### config.mk
export PLATFORM = sky130hd
export DESIGN_NAME = inst_fetch_ctrl
export DESIGN_NICKNAME = d
export VERILOG_FILES = /design/src/rtl/inst_fetch_ctrl.sv
export SDC_FILE = /design/constraint.sdc
export NUM_CORES = 1
export LEC_CHECK = 0
export CAP_MARGIN = 20
export CORE_MARGIN = 2
export CORE_UTILIZATION = 50
export CTS_CLUSTER_SIZE = 40
export DETAILED_ROUTE_END_ITERATION = 16
export GPL_ROUTABILITY_DRIVEN = 0
export PLACE_DENSITY_LB_ADDON = 0.1
export SYNTH_ARGS = -nofsm -noshare
export SYNTH_HDL_FRONTEND = slang
export SYNTH_SLANG_ARGS = --single-unit
### constraint.sdc
create_clock -name clk_in -period 2.9 [get_ports clk_in]
set_clock_uncertainty 0.05 [all_clocks]
set_input_delay 0.29 -clock clk_in [delete_from_list [all_inputs] [get_ports clk_in]]
set_output_delay 0.29 -clock clk_in [all_outputs]
set_load 0.02 [all_outputs]
### src/rtl/inst_fetch_ctrl.sv
// Instruction fetch sequencer: owns the fetch PC, keeps one word request in flight,
// and buffers returned words with their PCs in an in-order queue for the decoder.
module inst_fetch_ctrl #(
    parameter logic [31:0] RESET_PC    = 32'h0000_0000,
    parameter int unsigned QUEUE_DEPTH = 4
) (
    input  logic        clk_in,
    input  logic        rst_n,
    output logic        mem_req_o,
    output logic [31:0] mem_addr_o,
    input  logic        mem_gnt_i,
    input  logic        mem_rvalid_i,
    input  logic [31:0] mem_rdata_i,
    input  logic        redirect_i,
    input  logic [31:0] redirect_pc_i,
    output logic        inst_valid_o,
    output logic [31:0] inst_o,
    output logic [31:0] inst_pc_o,
    input  logic        inst_ready_i
);

    localparam int unsigned PtrW = $clog2(QUEUE_DEPTH);
    localparam logic [PtrW:0] CntFull = (PtrW + 1)'(QUEUE_DEPTH);

    typedef enum logic [1:0] {
        StIdle,
        StWait,
        StDiscard
    } state_e;

    state_e            state_q, state_d;
    logic [31:0]       pc_q, pc_d;
    logic [31:0]       req_pc_q, req_pc_d;
    logic [PtrW-1:0]   rd_ptr_q, rd_ptr_d;
    logic [PtrW-1:0]   wr_ptr_q, wr_ptr_d;
    logic [PtrW:0]     count_q, count_d;
    logic [31:0]       inst_mem_q [QUEUE_DEPTH];
    logic [31:0]       pc_mem_q   [QUEUE_DEPTH];

    logic push;
    logic pop;

    // Request is also held low during reset so no grant is taken before the first clean cycle.
    assign mem_req_o    = rst_n && (state_q == StIdle) && (count_q < CntFull) && !redirect_i;
    assign mem_addr_o   = pc_q;
    assign inst_valid_o = (count_q != '0);
    assign inst_o       = inst_valid_o ? inst_mem_q[rd_ptr_q] : 32'h0;
    assign inst_pc_o    = inst_valid_o ? pc_mem_q[rd_ptr_q] : 32'h0;
    assign pop          = inst_valid_o && inst_ready_i && !redirect_i;

    always_comb begin
        state_d  = state_q;
        pc_d     = pc_q;
        req_pc_d = req_pc_q;
        push     = 1'b0;

        unique case (state_q)
            StIdle: begin
                if (mem_req_o && mem_gnt_i) begin
                    req_pc_d = pc_q;
                    pc_d     = pc_q + 32'd4;
                    state_d  = StWait;
                end
            end
            StWait: begin
                if (mem_rvalid_i) begin
                    push    = 1'b1;
                    state_d = StIdle;
                end
            end
            StDiscard: begin
                if (mem_rvalid_i) begin
                    state_d = StIdle;
                end
            end
            default: state_d = StIdle;
        endcase

        // Redirect overrides everything; an in-flight word without its rvalid must be dropped later.
        if (redirect_i) begin
            pc_d = {redirect_pc_i[31:2], 2'b00};
            push = 1'b0;
            unique case (state_q)
                StIdle:    state_d = StIdle;
                StWait:    state_d = mem_rvalid_i ? StIdle : StDiscard;
                StDiscard: state_d = mem_rvalid_i ? StIdle : StDiscard;
                default:   state_d = StIdle;
            endcase
        end
    end

    always_comb begin
        rd_ptr_d = rd_ptr_q;
        wr_ptr_d = wr_ptr_q;
        count_d  = count_q;
        if (redirect_i) begin
            rd_ptr_d = '0;
            wr_ptr_d = '0;
            count_d  = '0;
        end else begin
            if (push) begin
                wr_ptr_d = wr_ptr_q + 1'b1;
            end
            if (pop) begin
                rd_ptr_d = rd_ptr_q + 1'b1;
            end
            count_d = count_q + {{PtrW{1'b0}}, push} - {{PtrW{1'b0}}, pop};
        end
    end

    always_ff @(posedge clk_in) begin
        if (!rst_n) begin
            state_q  <= StIdle;
            pc_q     <= RESET_PC;
            req_pc_q <= 32'h0;
            rd_ptr_q <= '0;
            wr_ptr_q <= '0;
            count_q  <= '0;
        end else begin
            state_q  <= state_d;
            pc_q     <= pc_d;
            req_pc_q <= req_pc_d;
            rd_ptr_q <= rd_ptr_d;
            wr_ptr_q <= wr_ptr_d;
            count_q  <= count_d;
        end
    end

    // Storage needs no reset: outputs are masked while the queue is empty.
    always_ff @(posedge clk_in) begin
        if (rst_n && push) begin
            inst_mem_q[wr_ptr_q] <= mem_rdata_i;
            pc_mem_q[wr_ptr_q]   <= req_pc_q;
        end
    end

endmodule

==> impl_results.md <==
- Hold Slack: 350 ps
- CP endpoint kind: primary output
- Switch share: between 20 and 25%
- Syn Inst Count: roughly 820
- Final hold vios: 0
- P_int: 7680 µW
- Pre-CTS setup slack: 394 ps
- Multi-input gate area: 3630 µm²
- Placed Area: 15000 µm²
- Sequential Power Share: 52.1%
- Worst-Margin Slew: approximately 500 ps
- Top-level I/O count: 168
- Largest net degree at the start of global routing: 51
- Total gr overflow: 0
- Max stage delay cell, worst path: clkdlybuf4s50_1
- N_diodes: 0
- Total power: 9620 µW
- Vias in the first global route: 7493
- Combinational share of power: 4.7%
- FF/Latch Area: 8880 µm²
- Clock slew at reported path FFs: 60 ps
- Synth Warn #: 0
- Root buf cell: clkbuf_16
- Design area: 16100 µm²
- CTS sink cnt: 319
- Die width: around 160 µm
- Initial antenna violation count: 0
- Number of synthesized flops with an enable pin: 248
- Maxcap violations: 0
- Total track usage: 20.2%
- Switch Pwr: 1940 µW
- Number of buffer and inverter stages on the critical path: 2
- Initial core utilization: 50.8%
- VDD IR max: 0.452 mV
- Most common flop cell mapped by yosys: edfxtp_1
- Seq/Total Area, Yosys: 69.5%
- #FFs+latches synth: 319
- Syn-to-layout area delta: 26.2%
- Number of buffers inserted by port buffering: 161
- Routed vias/inst: 5.52
- Clk buf depth: 3
- Worst setup slack after layout: 131 ps
- Setup CP Type: reg2out
- Top Usage Layer GRT: met2
- Number of DRC markers in iteration 0: 497
- Crit path time final: 2770 ps
- Fin Setup TNS: 0 ps
- FILL cells: 1886
- DRC: 0
- Post-synthesis cell area: 12800 µm²
- GR met1 Demand/Resource: 29.0%
- Max Slew Vio Count: 0
- Largest delay share family, worst path: buffers and inverters
- Cell taking the most area after synthesis: edfxtp_1
- Critical-path maximum fanout: 23
- Leakage power: 0.00497 µW
- Crit path required time: 2560 ps
- H-tree levels: 2
- Crit path launch type: register
- First-pass iteration count of the detailed router: 5
- Post-synth top area share: roughly 60%
- Die height: 164 µm
- Via count: 7492
- Routed length per placed instance: 19.5 µm
- Final ANT Viol Nets: 0
- Tightest Hold Check Type: in2reg
- # rows: 58
- # setup viols final: 0
- First-pass GRT wire length: 41.7 mm
- Die area: 26800 µm²
- Layout Nets: 1083
- CP Cell Sequence: buf_12 > mux4_2 > and2_1 > clkdlybuf4s50_1
- CORE AREA: 25100 µm²
- Clock latency on the worst-skew pair: 490 ps
- Worst path arrival time: between 2000 and 2500 ps
- Ys async rst share: 0%
- Total CTS buffers: 34
- Cell Pwr Density: 598 nW/µm²
- Grt met2 use: 32.5%
- CTS tree: yes
- Hold-fix buffers, CTS: 0
- Distinct cells, synth: 50
- Layout cells sized above 1: 15.7%
- Total wire length: ~27 mm
- Synth top area cells: edfxtp_1 (58%), dfxtp_1 (11%), mux4_2 (11%)
- Max incr delay on CP: 550 ps
- Max Clk Rate: 0.361 GHz
- Syn avg cell area: 15.6 µm²
- Period utilization: 95.5%
- Status: complete, no violations
- Clock Power Share: 43.2%
- RSZ-0062 raised after global routing: false
- Max_slew headroom: approximately two thirds
- HPWL Detailed: 17.2 mm
- GR Layer Usage met3: 4.07%
state kept, by name, summed over array words and instances (netlist names), named ones only:
name and flops:
req_pc_q 30, mem_addr_o 30, state_q 2, wr_ptr_q 2, inst_mem_q 128, count_q 3
pc_mem_q 120, rd_ptr_q 2
final timing paths:
path,startpoint,to,slack (ps),depth (start not counted)
worst max-delay path,register,inst_pc_o[15],130,4
worst min-delay path,redirect_pc_i[17],mem_addr_o[17]$_SDFFE_PN0P_,350,3
worst max register to register,state_q[1]$_SDFFE_PN0P_,mem_addr_o[17]$_SDFFE_PN0P_,570,6
worst min register to register,req_pc_q[7]$_SDFFE_PN0P_,req_pc_q[7]$_SDFFE_PN0P_,440,2
metal layers:
layer / part of all wire [%] / wire length (µm) / up-vias
met5: 0 / 0 / -
met3: 5.9 / 1570 / 32
met4: 1.3 / 354 / 0
met2: 48 / 12700 / 217
met1: 45 / 11900 / 3728
li1: - / - / 3515
power by group through the flow:
stage | Sequential [µW] | Combinational (µW) | Clock, µW
after global routing | 5020 | 487 | 4440
after floorplan | 5130 | 164 | 0
after global placement | 5110 | 446 | 0
after CTS | 5010 | 452 | 4240
final | 5010 | 450 | 4160
after detailed placement | 5110 | 450 | 0
worst reg2reg max path: cells and delay by family, from the launching register on:
kind,cells,cell delay [ps]
adders and majority gates,1,270
DFF,1,290
AOI/OAI and AO/OA,1,260
and+or+nand+nor,3,1270
buffers and inverters,1,90
placed cells by master, fill, tap and decap left out, types with 4 or more instances in the layout:
master and count:
o31ai_1 9, inv_1 12, nand4_1 6, and3_1 6
or4_1 17, dfxtp_1 69, o21ai_0 18, a21oi_1 35
or2_2 4, mux4_2 62, clkinv_2 7, nand2_1 84
ha_1 9, a31oi_1 15, and4_1 5, and2_4 4
clkdlybuf4s50_1 161, or3_1 6, clkbuf_1 7, buf_12 12
o211ai_1 4, nor2_1 16, clkinv_1 7, o21a_1 4
buf_4 23, conb_1 4, nand3_1 14, xnor2_1 9
and2_1 64, clkbuf_16 35, edfxtp_1 248, nand2b_1 4
synth_stat cells, types with 14 or more instances:
library cell and number:
edfxtp_1 248, and2_1 68, nor2_1 16, o21ai_0 18
nand2_1 84, or4_1 17, mux4_2 62, a31oi_1 15
clkbuf_1 35, a21oi_1 35, dfxtp_1 71, nand3_1 14
through the flow:
step,cells,utilization (%)
after CTS,1357,64.1
after global placement,1296,59.7
after global routing,1358,64.1
after floorplan,822,-
final,1358,64.1
after detailed placement,1296,59.7
repair_timing:
action / 4_1_cts / 5_1_grt
setup endpoints to repair: 2 / 17
pin swaps: 0 / 0
cloned: 0 / 0
buffers inserted: 0 / 1
gates resized for setup: 1 / 0
layout make-up:
type                    count  share of cell area, %
clock inverters            18                   1.03
clock buffers              43                   5.69
well taps                 330                   2.56
inverters                  14                  0.326
flip-flops and latches    319                   55.1
multi-input cells         436                   22.5
repair buffers            198                   12.7
logic make-up (layout without fill, tap and decap cells):
| kind of cell | Yosys count | in the layout | share of synthesized area [%] |
|---|---|---|---|
| buffers and inverters | 67 | 273 | 2.20 |
| flip-flops | 319 | 319 | 69.5 |
| multiplexers | 64 | 64 | 11.1 |
| AND/OR/NAND/NOR | 245 | 245 | 10.3 |
| XOR/XNOR | 12 | 12 | 0.824 |
| AO/OA/AOI/OAI | 101 | 101 | 4.92 |
| adder cells (fa/ha/maj) | 10 | 10 | 1.04 |
| other | 1 | 4 | 0.0294 |
(Power assumes the default switching activity.)
